<file path="config.mk">
export PLATFORM = sky130hd
export DESIGN_NAME = display_uart_tx
export DESIGN_NICKNAME = d
export VERILOG_FILES = /design/src/rtl/term_pkg.sv /design/src/rtl/uart_tx_byte.sv /design/src/rtl/display_uart_tx.sv
export SDC_FILE = /design/constraint.sdc
export NUM_CORES = 1
export LEC_CHECK = 0
export BUFFER_PORTS_ARGS = -buffer_cell sky130_fd_sc_hd__buf_2
export CORE_MARGIN = 10
export CORE_UTILIZATION = 40
export CTS_CLUSTER_SIZE = 30
export DETAILED_ROUTE_END_ITERATION = 10
export PLACE_DENSITY = 0.64
export REMOVE_ABC_BUFFERS = 1
export SLEW_MARGIN = 20
export SYNTH_ARGS = -nofsm -noshare
export SYNTH_HDL_FRONTEND = slang
export SYNTH_SLANG_ARGS = --single-unit
export TNS_END_PERCENT = 100
</file>
<file path="constraint.sdc">
create_clock -name clk -period 8.2 [get_ports clk]
set_clock_uncertainty 0.15 [all_clocks]
set_input_delay 0.82 -clock clk [delete_from_list [all_inputs] [get_ports clk]]
set_output_delay 0.82 -clock clk [all_outputs]
set_load 0.01 [all_outputs]
</file>
<file path="src/rtl/term_pkg.sv">
// -----------------------------------------------------------------------------
// term_pkg
// Shared definitions for the terminal link: ASCII control constants, the
// per-byte UART transmit state encoding, the display width in characters and
// a NUL-to-space helper used when serialising display characters.
// No ports (package).
// -----------------------------------------------------------------------------
package term_pkg;

    localparam logic [7:0] ASCII_CR      = 8'h0D;
    localparam logic [7:0] ASCII_LF      = 8'h0A;
    localparam logic [7:0] ASCII_SP      = 8'h20;
    localparam int         DISPLAY_CHARS = 5;

    typedef enum logic [1:0] {
        IDLE  = 2'd0,
        START = 2'd1,
        DATA  = 2'd2,
        STOP  = 2'd3
    } tx_state_t;

    // A NUL character would be invisible on the terminal, so it goes out as a space.
    function automatic logic [7:0] nul_to_space(input logic [7:0] c);
        if (c == 8'h00) begin
            return ASCII_SP;
        end else begin
            return c;
        end
    endfunction

endpackage

</file>
<file path="src/rtl/uart_tx_byte.sv">
// -----------------------------------------------------------------------------
// uart_tx_byte
// Single-byte 8N1 serialiser: one start bit (low), eight data bits LSB first,
// one stop bit (high), each CLKS_PER_BIT cycles long.
// Ports:
//   clk        in   system clock, rising edge
//   rst_n      in   asynchronous active-low reset
//   start      in   load data and begin a byte (honoured only while ready)
//   data[7:0]  in   byte to send, captured when start is honoured
//   ready      out  can accept start this cycle (idle, or last stop-bit cycle)
//   byte_done  out  this cycle is the last cycle of the stop bit
//   tx         out  registered serial line, idle high
// -----------------------------------------------------------------------------
module uart_tx_byte
    import term_pkg::*;
#(
    parameter int CLKS_PER_BIT = 868
) (
    input  logic       clk,
    input  logic       rst_n,
    input  logic       start,
    input  logic [7:0] data,
    output logic       ready,
    output logic       byte_done,
    output logic       tx
);

    localparam int             BW        = (CLKS_PER_BIT > 1) ? $clog2(CLKS_PER_BIT) : 1;
    localparam logic [BW-1:0]  BAUD_LAST = BW'(CLKS_PER_BIT - 1);

    tx_state_t     state_q, state_d;
    logic [BW-1:0] baud_q,  baud_d;
    logic [2:0]    bit_q,   bit_d;
    logic [7:0]    shift_q, shift_d;
    logic          tx_q,    tx_d;

    logic          baud_last_s;
    logic          byte_done_s;
    logic          ready_s;

    assign baud_last_s = (baud_q == BAUD_LAST);
    assign byte_done_s = (state_q == STOP) && baud_last_s;
    // Accepting a new start on the final stop cycle lets bytes chain with no gap.
    assign ready_s     = (state_q == IDLE) || byte_done_s;

    // Next-state, baud, bit counter, shifter and line-level computation.
    always_comb begin
        state_d = state_q;
        baud_d  = baud_last_s ? {BW{1'b0}} : (baud_q + {{(BW-1){1'b0}}, 1'b1});
        bit_d   = bit_q;
        shift_d = shift_q;
        tx_d    = tx_q;
        if (start && ready_s) begin
            state_d = START;
            baud_d  = {BW{1'b0}};
            bit_d   = 3'd0;
            shift_d = data;
            tx_d    = 1'b0;
        end else begin
            case (state_q)
                IDLE: begin
                    baud_d = {BW{1'b0}};
                    tx_d   = 1'b1;
                end
                START: begin
                    if (baud_last_s) begin
                        state_d = DATA;
                        bit_d   = 3'd0;
                        tx_d    = shift_q[0];
                        shift_d = {1'b0, shift_q[7:1]};
                    end else begin
                        tx_d = 1'b0;
                    end
                end
                DATA: begin
                    if (baud_last_s) begin
                        // Bit counter wraps 7 -> 0 as the byte completes.
                        bit_d = bit_q + 3'd1;
                        if (bit_q == 3'd7) begin
                            state_d = STOP;
                            tx_d    = 1'b1;
                        end else begin
                            tx_d    = shift_q[0];
                            shift_d = {1'b0, shift_q[7:1]};
                        end
                    end else begin
                        bit_d = bit_q;
                    end
                end
                STOP: begin
                    tx_d = 1'b1;
                    if (baud_last_s) begin
                        state_d = IDLE;
                    end else begin
                        state_d = STOP;
                    end
                end
                default: begin
                    state_d = IDLE;
                    baud_d  = {BW{1'b0}};
                    tx_d    = 1'b1;
                end
            endcase
        end
    end

    // State and registered line output, async reset forces the line high.
    always_ff @(posedge clk or negedge rst_n) begin
        if (!rst_n) begin
            state_q <= IDLE;
            baud_q  <= {BW{1'b0}};
            bit_q   <= 3'd0;
            shift_q <= 8'h00;
            tx_q    <= 1'b1;
        end else begin
            state_q <= state_d;
            baud_q  <= baud_d;
            bit_q   <= bit_d;
            shift_q <= shift_d;
            tx_q    <= tx_d;
        end
    end

    assign ready     = ready_s;
    assign byte_done = byte_done_s;
    assign tx        = tx_q;

endmodule

</file>
<file path="src/rtl/display_uart_tx.sv">
// -----------------------------------------------------------------------------
// display_uart_tx
// Sends the five-character display word (first character in [39:32]) as 8N1
// serial, optionally followed by CR LF. The word is captured on acceptance so
// later display changes do not disturb the frame in flight.
// Ports:
//   clk           in   system clock, rising edge
//   reset         in   asynchronous active-low reset
//   display[39:0] in   five ASCII characters
//   send          in   request strobe, honoured only when not busy
//   busy          out  frame in progress (registered)
//   done          out  one-cycle pulse at the end of the last stop bit (registered)
//   tx            out  serial line, idle high (registered)
// -----------------------------------------------------------------------------
module display_uart_tx
    import term_pkg::*;
#(
    parameter int CLKS_PER_BIT = 868,
    parameter bit APPEND_CRLF  = 1'b1
) (
    input  logic        clk,
    input  logic        reset,
    input  logic [39:0] display,
    input  logic        send,
    output logic        busy,
    output logic        done,
    output logic        tx
);

    localparam logic [2:0] LAST_IDX = APPEND_CRLF ? 3'(DISPLAY_CHARS + 1)
                                                  : 3'(DISPLAY_CHARS - 1);
    localparam logic [2:0] MAX_IDX  = 3'(DISPLAY_CHARS + 1);

    logic [39:0] shadow_q, shadow_d;
    logic [2:0]  idx_q,    idx_d;
    logic        busy_q,   busy_d;
    logic        done_q,   done_d;

    logic        start_s;
    logic [7:0]  byte_s;
    logic [2:0]  next_idx_s;
    logic        tx_ready_s;
    logic        byte_done_s;
    logic        tx_s;

    // Byte at position idx of the frame: characters first, then CR and LF.
    function automatic logic [7:0] byte_at(input logic [39:0] d, input logic [2:0] idx);
        logic [7:0] c;
        case (idx)
            3'd0:    c = d[39:32];
            3'd1:    c = d[31:24];
            3'd2:    c = d[23:16];
            3'd3:    c = d[15:8];
            3'd4:    c = d[7:0];
            default: c = 8'h00;
        endcase
        if (idx < 3'(DISPLAY_CHARS)) begin
            return nul_to_space(c);
        end else if (idx == 3'(DISPLAY_CHARS)) begin
            return ASCII_CR;
        end else begin
            return ASCII_LF;
        end
    endfunction

    // Byte sequencer: accept a request, then feed bytes as each one finishes.
    always_comb begin
        shadow_d   = shadow_q;
        idx_d      = idx_q;
        busy_d     = busy_q;
        done_d     = 1'b0;
        start_s    = 1'b0;
        byte_s     = 8'h00;
        next_idx_s = (idx_q == MAX_IDX) ? idx_q : (idx_q + 3'd1);
        if (!busy_q) begin
            if (send && tx_ready_s) begin
                // First byte comes straight from display so the start bit begins next edge.
                shadow_d = display;
                idx_d    = 3'd0;
                busy_d   = 1'b1;
                start_s  = 1'b1;
                byte_s   = byte_at(display, 3'd0);
            end else begin
                busy_d = 1'b0;
            end
        end else if (byte_done_s) begin
            if (idx_q == LAST_IDX) begin
                busy_d = 1'b0;
                done_d = 1'b1;
            end else begin
                idx_d   = next_idx_s;
                start_s = 1'b1;
                byte_s  = byte_at(shadow_q, next_idx_s);
            end
        end else begin
            busy_d = 1'b1;
        end
    end

    // Sequencer registers and registered status outputs.
    always_ff @(posedge clk or negedge reset) begin
        if (!reset) begin
            shadow_q <= 40'h0;
            idx_q    <= 3'd0;
            busy_q   <= 1'b0;
            done_q   <= 1'b0;
        end else begin
            shadow_q <= shadow_d;
            idx_q    <= idx_d;
            busy_q   <= busy_d;
            done_q   <= done_d;
        end
    end

    uart_tx_byte #(
        .CLKS_PER_BIT (CLKS_PER_BIT)
    ) u_byte (
        .clk       (clk),
        .rst_n     (reset),
        .start     (start_s),
        .data      (byte_s),
        .ready     (tx_ready_s),
        .byte_done (byte_done_s),
        .tx        (tx_s)
    );

    assign busy = busy_q;
    assign done = done_q;
    assign tx   = tx_s;

endmodule

</file>
Word-level counts from Yosys, hierarchy flattened
Index checks and enable logic that the tools add are counted.
{"block": "totals", "n_memories": 0, "elab_cells": 99, "ramBits": 0, "latchBits": 0, "reg_bits": 69, "romBits": 0}
{"block": "classes", "div_mod_pow": 0, "n_lt_le_gt_ge": 1, "n_shift": 0, "n_eq_ne": 17, "mux": 51, "n_bitwise": 1, "add_sub_neg": 3, "n_mul": 0, "n_reduce_logical": 17}
{"cell": "$mux 8", "n": 16}
{"cell": "$pmux 8 s5", "n": 1}
{"cell": "$mux 10", "n": 3}
{"cell": "$mux 3", "n": 9}
{"cell": "$logic_not 8->1", "n": 2}
{"cell": "$pmux 8 s2", "n": 1}
{"cell": "$mux 1", "n": 13}
{"cell": "$eq 3x3->1 const B", "n": 4}
{"cell": "$add 10x1->10 const B", "n": 1}
{"cell": "$eq 10x10->1 const B", "n": 1}
{"cell": "$mux 2", "n": 5}
{"cell": "$ne 3x1->1 const B", "n": 3}
{"cell": "$reduce_and 4->1", "n": 2}
{"cell": "$add 3x1->3 const B", "n": 2}
{"cell": "$eq 3x2->1 const B", "n": 2}
{"cell": "$pmux 2 s3", "n": 1}
{"cell": "$pmux 3 s2", "n": 1}
{"cell": "$reduce_and 3->1", "n": 2}
{"cell": "$eq 2x2->1 const B", "n": 2}
{"cell": "$reduce_bool 4->1", "n": 1}
{"cell": "$eq 3x1->1 const B", "n": 1}
{"cell": "$logic_and 1x1->1", "n": 3}
{"cell": "$logic_not 3->1", "n": 1}
{"cell": "$lt 3x3->1 const B", "n": 1}
{"cell": "12 further kinds", "n": 12}

Depth between registers and ports, before layout
Gate-level depths: netlist of the first run.
{"block": "depth", "depth_word": 14, "mapped_depth": 10}

Hierarchy
A second synthesis of the first run with hierarchy kept.
{"block": "hier_totals", "hier_cells": 434, "area_unflattened_um2": 3821.2}
{"mod": "display_uart_tx", "cells_each": 297, "area_each_um2": 2471.1, "instances": 1}
{"mod": "uart_tx_byte", "cells_each": 137, "area_each_um2": 1350.0, "instances": 1}

Least setup slack after synthesis of the first run
Ideal clock, no wire load.
{"block": "synth_timing", "path_type": "register to register", "startpoint": "register idx_q[0]", "endpoint": "register u_byte.shift_q[5]", "path_buffers": 2, "setup_slack_ns": 5.049, "stages_incl_launch_ff": 11, "arrival_time_ns": 2.925, "period_less_slack_ns": 3.151, "path_cell_list": "dfrtp_1 clkbuf_1 clkinv_1 ha_1 a21o_1 and2_4 buf_6 mux2_4 a221o_1 or4_1 o21ai_1"}
{"block": "synth_between", "elab_chain_len": 14, "elab_cells_between_ends": 29, "classes_between": "1 x add/sub; 1 x order compare; 8 x eq/ne; 14 x mux; 5 x reduce/logical"}
{"item": "from (decl)", "line_no": "display_uart_tx.sv:35", "source": "logic [2:0] idx_q, idx_d;"}
{"item": "from (signal assigned)", "line_no": "display_uart_tx.sv:109", "source": "idx_q <= idx_d;"}
{"item": "$add 3x1->3 or $eq 3x3->1 (tied branches)", "line_no": "display_uart_tx.sv:74, display_uart_tx.sv:87"}
{"item": "$mux 3", "line_no": "display_uart_tx.sv:74", "source": "next_idx_s = (idx_q == MAX_IDX) ? idx_q : (idx_q + 3'd1);"}
{"item": "$eq 3x3->1, or another cell as far along", "line_no": "display_uart_tx.sv:49", "source": "case (idx)"}
{"item": "$pmux 8 s5", "line_no": "display_uart_tx.sv:49"}
{"item": "$mux 8", "line_no": "display_uart_tx.sv:87", "source": "if (idx_q == LAST_IDX) begin"}
{"item": "$mux 8", "line_no": "display_uart_tx.sv:86", "source": "end else if (byte_done_s) begin"}
{"item": "$mux 8", "line_no": "display_uart_tx.sv:75", "source": "if (!busy_q) begin"}
{"item": "$logic_not 8->1", "line_no": "term_pkg.sv:24", "source": "if (c == 8'h00) begin"}
{"item": "$mux 8", "line_no": "term_pkg.sv:24"}
{"item": "$mux 8", "line_no": "display_uart_tx.sv:57", "source": "if (idx < 3'(DISPLAY_CHARS)) begin"}
{"item": "$mux 8", "line_no": "display_uart_tx.sv:87"}
{"item": "$mux 8", "line_no": "display_uart_tx.sv:86"}
{"item": "$mux 8", "line_no": "display_uart_tx.sv:75"}
{"item": "$mux 8", "line_no": "uart_tx_byte.sv:53", "source": "if (start && ready_s) begin"}
{"item": "to (signal assigned)", "line_no": "uart_tx_byte.sv:119", "source": "shift_q <= shift_d;"}
{"item": "to (decl)", "line_no": "uart_tx_byte.sv:34", "source": "logic [7:0] shift_q, shift_d;"}
Several ways; a longest one is shown, not always the timed one. The select of a mux whose other input is x is not followed.
A chain may end at the register's enable or synchronous reset.

Final worst setup path of the first run
Ends and elaborated chain as after synthesis.

==> results of run 1 <==
path summary, 6_finish.rpt:
kind	slack (ps)	end	from
worst max-delay path	4890	u_byte.shift_q[5]	idx_q[0]
worst min-delay path	320	shadow_q[37]	shadow_q[37]
worst max register to register	4890	u_byte.shift_q[5]	idx_q[0]
worst min register to register	320	shadow_q[37]	shadow_q[37]
max in group asynchronous	6800	shadow_q[27]	reset
min in group asynchronous	510	shadow_q[23]	reset
routing by layer:
metal / up-vias / wire length [um] / GRT usage
met4: 0 / 90 / 0.0525
met5: - / 0 / 0
met2: 77 / 4260 / 0.217
met3: 7 / 499 / 0.0336
li1: 1525 / - / -
met1: 1560 / 4110 / 0.190
area by class of cell:
cell class	count	share of cell area
clock buffer	10	0.0301
clock inverter	6	0.0262
inverter	9	0.00796
multi-input combinational	323	0.433
sequential	69	0.407
tap	108	0.0318
timing repair buffer	48	0.0631
kinds of logic (layout without fill, tap and decap cells):
group / after synthesis / in the layout / synth area share
AO/OA/AOI/OAI: 83 / 83 / 0.161
XOR/XNOR: 8 / 8 / 0.0190
adder cells (fa/ha/maj): 11 / 11 / 0.0374
buffers and inverters: 27 / 73 / 0.0333
flip-flops: 69 / 69 / 0.470
multiplexers: 7 / 7 / 0.0211
AND/OR/NAND/NOR: 214 / 214 / 0.259
state kept, by name, summed over array words and instances (netlist names):
register        cells
u_byte.state_q      2
shadow_q           40
u_byte.bit_q        3
done                1
u_byte.baud_q      10
idx_q               3
busy                1
u_byte.shift_q      8
u_byte.tx           1
where the power goes:
group	total (mW)	switching (mW)	internal (mW)	leakage, nW
Clock	0.335	0.133	0.202	0.116
Combinational	0.0186	0.0109	0.00773	1.08
Sequential	0.340	0	0.340	0.894
per-stage QoR:
step	cell area [sq um]	instances	hold WS (ps)
final	4240	573	323
after global routing	4240	573	354
after CTS	4220	572	326
after detailed placement	3980	556	311
after global placement	3980	556	300
after floorplan	3590	401	283
worst max-delay path: stages, from the launching register on:
cell,delay [ps]
dfrtp_1,620
clkinv_1,330
ha_1,470
a21o_1,200
and2_4,210
mux2_4,310
a221o_1,310
or4_1,520
o21ai_1,130
synth_stat cells (all sizes together) (3+ instances only):
cell type / count / area [sq um]
nor3: 4 / 20.0
nand2b: 3 / 18.8
nand4: 6 / 37.5
mux2i: 4 / 40.0
xor2: 4 / 35.0
nor2b: 4 / 25.0
dfrtp: 68 / 1700
a21o: 4 / 30.0
inv: 8 / 30.0
o211ai: 4 / 30.0
a31oi: 7 / 43.8
a22o: 3 / 26.3
and2: 6 / 40.0
nor4: 3 / 33.8
clkbuf: 13 / 48.8
xnor2: 4 / 35.0
a21oi: 10 / 61.3
nand3: 9 / 45.0
buf: 5 / 40.0
o21ai: 18 / 93.8
a2bb2oi: 3 / 26.3
mux2: 3 / 37.5
ha: 11 / 138
o22ai: 3 / 18.8
nand2: 139 / 522
a22oi: 12 / 90.1
nor2: 27 / 101
cells in the final DEF (no fill, tap or decap), types with 4 or more instances in the layout:
master	synthesis	routed
a31oi_1	7	7
nor2b_1	4	4
nand4_1	6	6
nor3_1	4	4
dfrtp_1	68	68
a22oi_1	12	12
o21ai_0	15	15
nor2_1	27	27
a21oi_1	9	9
a21o_1	4	4
clkbuf_8	0	9
xnor2_1	4	4
buf_2	2	45
ha_1	11	11
nand2_1	139	139
nand3_1	9	9
inv_1	8	8
mux2i_1	4	4
o211ai_1	4	4
xor2_1	4	4
==> results.json, run 1 <==
{
  "finalHoldViolCount": 0,
  "relSlewSlack": 0.410,
  "dieArea_sq_mm": 0.0134,
  "ctsResizeCount": 0,
  "ys_seq_elements": 69,
  "final.setup.worst_slack_ps": 4890,
  "avgSynthCellArea_sq_um": 8.78,
  "hp-class": "reg2reg",
  "nets": 514,
  "syn_inst": 419,
  "multiInputGateArea_sq_mm": 0.00184,
  "boundaryPins": 46,
  "cellLeakagePower_nw": 2.09,
  "startpoint_type": "register",
  "insertion_delay_ps": 350,
  "row_count": 34,
  "cp_data_required_time_ps": 8340,
  "hpwl_um": 6270,
  "place_ws_ps": 4900,
  "gp_congestion": 0.843,
  "synthArstFlopShare": 1.00,
  "overflow": 0,
  "yosys.cell_types.count": 63,
  "yosysSeqAreaShare": 0.470,
  "max_freq_mhz": 302,
  "ys_warn_count": 0,
  "r2r_cells": 8,
  "fin_crit_ps": 3310,
  "cts_buffer_depth": 2,
  "clkTransAtPathRegs_ps": 80,
  "critical_path_arrival_ps": 3450,
  "vias_per_cell": 5.53,
  "worst_slew_pin_slew_ps": 884,
  "holdBufCountCts": 0,
  "dr.pass1.iters": 4,
  "post_cts_buffers": 0,
  "path_class": "reg2reg",
  "cts_root_buf": "clkbuf_8",
  "grt_max_degree": 70,
  "tritoncts": "yes",
  "track_usage": 0.141,
  "status": "completed",
  "grt_pass1_vias": 3109,
  "core_area_sq_mm": 0.00885,
  "pwr_density_cell_mw_per_mm2": 163,
  "cts_buffers": 9,
  "grt_pass1_wl_um": 15300,
  "syn_area_sq_mm": 0.00368,
  "power_uw": 694,
  "drive_above_1_share": 0.166,
  "path_max_fanout": 13,
  "hold_depth": 2,
  "post-route-util": 0.479,
  "drv_slew": 0,
  "wirelength_um": 8960,
  "seq_area_sq_mm": 0.00173,
  "initial_core_util": 0.416,
  "die_y_um": 116,
  "ir_worst_vdd_v": 0.0000850,
  "die_w_um": 116,
  "post_drt_wl_per_cell_um": 15.6,
  "drc_errors": 0,
  "fin_crit_sh": 0.404,
  "rsz0062_at_grt": "no",
  "cts_sinks": 69,
  "antenna_cells": 0,
  "io_buffers": 45,
  "cap_violations": 0,
  "nFillCells": 918,
  "syn_to_final_growth_pct": 15.3,
  "synth_edf_count": 0,
  "synthFlopType": "dfrtp_1",
  "end_kind": "register",
  "fin_setup_tns_ps": 0,
  "cts_max_level": 3,
  "via_count": 3169,
  "grt_antenna_before_repair": 0,
  "postRouteAntennaNets": 0,
  "drt_iter0_markers": 211,
  "setup_viol": 0
}
No activity file was read; power rests on OpenSTA's default activity.
==> inputs of run 2 (changes only) <==
clock period = 3.2 ns   (was 8.2 ns; I/O delays follow)
==> results.json, run 2 (synthesis results as in run 1) <==
{
  "track_usage": 0.140,
  "die_y_um": 116,
  "fin_crit_sh": 0.852,
  "vias_per_cell": 5.36,
  "final.setup.worst_slack_ps": 473,
  "cap_violations": 0,
  "finalHoldViolCount": 0,
  "stdcell_count": 579,
  "power_mw": 1.63,
  "drive_above_1_share": 0.176,
  "slowest_delay_ps": 580,
  "ctsResizeCount": 0,
  "ff2ff_setup_slack_ps": 470,
  "wirelength_um": 8840,
  "cp_data_required_time_ps": 3290,
  "initial_core_util": 0.416,
  "dp.cells": 563,
  "worst_slew_pin_slew_ps": 651,
  "cellLeakagePower_nw": 2.10,
  "dpl_cell_area_sq_mm": 0.00403,
  "grt_pass1_vias": 3069,
  "place_ws_ps": 511,
  "antenna_cells": 0,
  "postRouteAntennaNets": 0,
  "path_class": "reg2reg",
  "final_common_cell": "nand2_1",
  "cts_sinks": 69,
  "pwr_density_cell_mw_per_mm2": 386,
  "boundaryPins": 46,
  "final_cell_mix": "nand2_1 (139), dfrtp_1 (68), buf_2 (45)",
  "fin_setup_tns_ps": 0,
  "hpwl_um": 6600,
  "largest_reg_flops": 40,
  "row_count": 34,
  "fin_crit_ps": 2730,
  "setup_viol": 0,
  "nets": 521,
  "stdcell_area_sq_mm": 0.00424,
  "status": "completed",
  "syn_to_final_growth_pct": 15.2,
  "rsz0062_at_grt": "no",
  "core_area_sq_mm": 0.00885,
  "cts_max_level": 3,
  "overflow": 0,
  "cts_buffers": 9,
  "startpoint_type": "register",
  "drt_iter0_markers": 168,
  "ir_worst_vdd_v": 0.000194,
  "cts_buffer_depth": 2,
  "max_flop_register": "shadow_q",
  "crit_path_cell_trace": "nor4b_1 > nand4_1 > a22o_1 > a21oi_4 > o221a_2 > o21ai_1",
  "hold_ws_ps": 8.63,
  "drc_errors": 0,
  "grt_pass1_wl_um": 15100,
  "post-route-util": 0.479,
  "dieArea_sq_mm": 0.0134,
  "dr.pass1.iters": 4,
  "relSlewSlack": 0.566,
  "via_count": 3102,
  "hp-class": "in2reg",
  "drv_slew": 0,
  "insertion_delay_ps": 350,
  "path_max_fanout": 15,
  "max_freq_mhz": 367,
  "tritoncts": "yes",
  "clkTransAtPathRegs_ps": 80,
  "critical_path_arrival_ps": 2820,
  "largest_registers": "shadow_q: 40 flops, u_byte.baud_q: 10 flops, u_byte.shift_q: 8 flops",
  "io_buffers": 45,
  "post_drt_wl_per_cell_um": 15.3,
  "grt_antenna_before_repair": 0,
  "gp_congestion": 0.901,
  "end_kind": "register",
  "die_w_um": 116,
  "critPathSlowestCell": "nor4b_1",
  "grt_max_degree": 43,
  "cts_root_buf": "clkbuf_8"
}
run 2: final timing paths:
kind	end	cells past startpoint	from
hold / removal	shadow_q[25]	3	display[25]
max in group asynchronous	idx_q[2]	3	reset
setup reg to reg	u_byte.shift_q[5]	6	u_byte.baud_q[4]
setup / recovery	u_byte.shift_q[5]	6	u_byte.baud_q[4]
hold reg to reg	shadow_q[20]	2	shadow_q[20]
min in group asynchronous	shadow_q[23]	2	reset
run 2: cell type report:
class                           instances  area, sq um
Timing Repair Buffer                   55          303
Inverter                                9         33.8
Tap cell                              108          135
Clock buffer                           10          138
Multi-Input combinational cell        323         1840
Clock inverter                          5         60.1
Fill cell                             875         4610
Sequential cell                        69         1730
run 2: timing repair:
item | in CTS | in global routing
hold buffers | 1 | 0
endpoints found under the hold margin | 27 | 0
buffers inserted | 0 | 0
run 2: power by group:
group / switching, mW / total (mW) / internal, mW
Combinational: 0.0282 / 0.0496 / 0.0214
Clock: 0.334 / 0.713 / 0.379
Sequential: 0 / 0.871 / 0.871
Total: 0.362 / 1.63 / 1.27
run 2: critical path: cells and delay by family, from the launching register on:
family,cells,cell delay (ps)
AND/OR/NAND/NOR,2,790
AO/OA/AOI/OAI,4,1230
flip-flops,1,450
run 2: metal layers:
layer | GRT usage | up-vias | wire length (um)
met2 | 0.222 | 68 | 4130
li1 | - | 1554 | -
met5 | 0 | - | 0
met3 | 0.0450 | 9 | 523
met4 | 0.0434 | 0 | 107
met1 | 0.179 | 1471 | 4080
==> inputs of run 3 (changes only) <==
CTS_CLUSTER_SIZE = 16   (was 30)
PLACE_DENSITY = 0.63   (was 0.64)
SYNTH_HIERARCHICAL = 1   (was not set)
==> results.json, run 3 <==
{
  "status": "completed",
  "insertion_delay_ps": 370,
  "syn_to_final_growth_pct": 22.1,
  "clkTransAtPathRegs_ps": 80,
  "initial_core_util": 0.412,
  "max_freq_mhz": 358,
  "r2r_end": "u_byte/shift_q[4]",
  "fin_crit_sh": 0.873,
  "r2r_cells": 11,
  "busiest_layer": "met2",
  "cellLeakagePower_nw": 2.21,
  "avgSynthCellArea_sq_um": 8.80,
  "yosysSeqAreaShare": 0.452,
  "postRouteAntennaNets": 0,
  "row_count": 35,
  "dpl_cell_area_sq_mm": 0.00417,
  "cp.depth": 11,
  "finalHoldViolCount": 0,
  "via_count": 3250,
  "core_area_sq_mm": 0.00928,
  "yosys.cell_types.count": 59,
  "nFillCells": 929,
  "boundaryPins": 46,
  "ys_top_cells_by_area": "dfrtp_1 (45%), nand2_1 (14%), ha_1 (3.6%)",
  "path_delay_family": "compound AO/OA/AOI/OAI gates",
  "grt_pass1_vias": 3349,
  "ff2ff_setup_slack_ps": 410,
  "hpwl_um": 6700,
  "die_w_um": 118,
  "switchingPower_uw": 392,
  "drv_slew": 0,
  "dp.cells": 594,
  "hold_path_startpoint": "display[21]",
  "post-route-util": 0.502,
  "path_buf_inv": 1,
  "relSlewSlack": 0.531,
  "fin_crit_ps": 2790,
  "ys_warn_count": 6,
  "nets": 555,
  "setup_viol": 0,
  "synthArstFlopShare": 1.00,
  "die_y_um": 118,
  "end_kind": "register",
  "cts_root_buf": "clkbuf_8",
  "syn_area_sq_mm": 0.00382,
  "cap_violations": 0,
  "synth_most_common_cell": "nand2_1",
  "p_sw_frac": 0.213,
  "rsz0062_at_grt": "no",
  "synth_edf_count": 0,
  "overflow": 0,
  "reg2reg_from": "u_byte/baud_q[0]",
  "post-synth-top-area-cell": "dfrtp_1",
  "path_class": "reg2reg",
  "hold_depth": 3,
  "cts_sinks": 69,
  "cts_buffer_depth": 2,
  "max_flop_register": "shadow_q",
  "dr.pass1.iters": 4,
  "final_cell_mix": "nand2_1 (139), dfrtp_1 (68), buf_2 (45)",
  "ctsResizeCount": 0,
  "grt_antenna_before_repair": 0,
  "worst_slew_pin_slew_ps": 703,
  "seq_power_share": 0.473,
  "critical_path_arrival_ps": 2930,
  "post_drt_wl_per_cell_um": 14.8,
  "use_met2": 0.223,
  "drc_errors": 0,
  "startpoint_type": "register",
  "post_cts_buffers": 0,
  "globalRouteMet1Util": 0.177,
  "critPathSlowestCell": "dfrtp_1",
  "power.combinational.fraction": 0.039,
  "dieArea_sq_mm": 0.0139,
  "stdcell_area_sq_mm": 0.00466,
  "wirelength_um": 9390,
  "synth_common_cells": "nand2_1 (139), dfrtp_1 (68), nor2_1 (24)",
  "largest_registers": "shadow_q: 40 flops, u_byte/baud_q: 10 flops, u_byte/shift_q: 8 flops",
  "hold-path-endpoint": "shadow_q[21]",
  "slowest_delay_ps": 380,
  "final_common_cell": "nand2_1",
  "grt_max_degree": 47,
  "clockPowerShare": 0.487,
  "cp_data_required_time_ps": 3340,
  "antenna_cells": 0,
  "synthFlopType": "dfrtp_1",
  "vias_per_cell": 5.12,
  "cts_max_level": 3,
  "io_buffers": 45,
  "synth_top_area_frac": 0.445,
  "syn_inst": 434,
  "track_usage": 0.139,
  "gp_congestion": 0.902,
  "drive_above_1_share": 0.186,
  "grt_pass1_wl_um": 16300,
  "path_max_fanout": 5,
  "ys_seq_elements": 69,
  "p_int_mw": 1.45,
  "ir_worst_vdd_v": 0.000246,
  "drt_iter0_markers": 239,
  "hp-class": "in2reg",
  "met3_usage": 0.0379,
  "largest_reg_flops": 40,
  "crit_path_cell_trace": "ha_1 > nand4b_2 > nor4_1 > nand2_1 > a21oi_1 > buf_4 > o21ai_0 > a21oi_1 > a22o_1 > nand2_1 > o21ai_1",
  "stdcell_count": 635,
  "cts_buffers": 9,
  "tritoncts": "yes",
  "pwr_density_cell_mw_per_mm2": 395
}
run 3: changes by cell type in the layout (fill, tap and decap cells not counted), moves of 4 or more:
cell and change:
mux2_2 +6, nor3_1 +5, inv_1 +4, mux2i_1 +5, o21ai_0 +5, dlygate4sd3_1 +24
a21o_1 -4, a22oi_1 -5, nor2_1 -4, nand4_1 -5, a31oi_1 -5, nand3_1 +4
o21ai_1 +7, a22o_1 +4
run 3: kinds of logic after synthesis:
| group | synth area share |
|---|---|
| AO/OA/AOI/OAI | 0.149 |
| XOR/XNOR | 0.0183 |
| multiplexers | 0.0511 |
| buffers and inverters | 0.0403 |
| AND/OR/NAND/NOR | 0.253 |
| adder cells (fa/ha/maj) | 0.0360 |
| flip-flops | 0.452 |
run 3: layout make-up:
| class | count | area, sq um | share of cell area |
|---|---|---|---|
| Clock buffer | 10 | 138 | 0.0295 |
| Clock inverter | 6 | 110 | 0.0236 |
| Inverter | 12 | 45.0 | 0.00966 |
| Multi-Input combinational cell | 331 | 1950 | 0.417 |
| Sequential cell | 69 | 1730 | 0.370 |
| Tap cell | 129 | 161 | 0.0346 |
| Timing Repair Buffer | 78 | 536 | 0.115 |
run 3: power groups by stage:
stage               clock (mW)  combinational (mW)  sequential, mW
detailed placement           0              0.0510           0.888
finish                   0.897              0.0726           0.871
floorplan                    0             0.00153           0.889
global route             0.942              0.0826           0.871
CTS                      0.912              0.0746           0.871
global placement             0              0.0500           0.888
run 3: through the flow:
stage | TNS (ps) | hold WS (ps) | worst slack [ps] | power (mW)
finish | 0 | 1.59 | 407 | 1.84
global route | 0 | 21.6 | 6.36 | 1.90
CTS | 0 | 2.23 | 415 | 1.86
detailed placement | 0 | 234 | 451 | 0.939
global placement | 0 | 219 | 512 | 0.938
floorplan | -20220 | -126 | -1470 | 0.890
run 3: per-layer routing:
layer / wire, um / up-vias
li1: - / 1618
met1: 4410 / 1547
met2: 4470 / 71
met3: 351 / 14
met4: 166 / 0
met5: 0 / -
run 3: worst max path at each step:
stage                              endpoint        startpoint  slack [ps]
after floorplan           u_byte/shift_q[7]  u_byte/baud_q[0]       -1470
after global placement    u_byte/shift_q[6]  u_byte/baud_q[0]         510
after detailed placement  u_byte/shift_q[7]  u_byte/baud_q[0]         450
after CTS                 u_byte/shift_q[5]  u_byte/baud_q[0]         410
after global routing      u_byte/shift_q[4]  u_byte/baud_q[0]           6
final                     u_byte/shift_q[4]  u_byte/baud_q[0]         410
run 3: worst min-delay path: cells and delay by family:
family | cells | cell delay [ps]
and+or+nand+nor | 2 | 90
buffers and inverters | 1 | 80
run 3: what timing repair did:
| item | in CTS | in global routing |
|---|---|---|
| hold buffers | 25 | 0 |
| setup endpoints to repair | 0 | 0 |
| hold endpoints to repair | 50 | 0 |
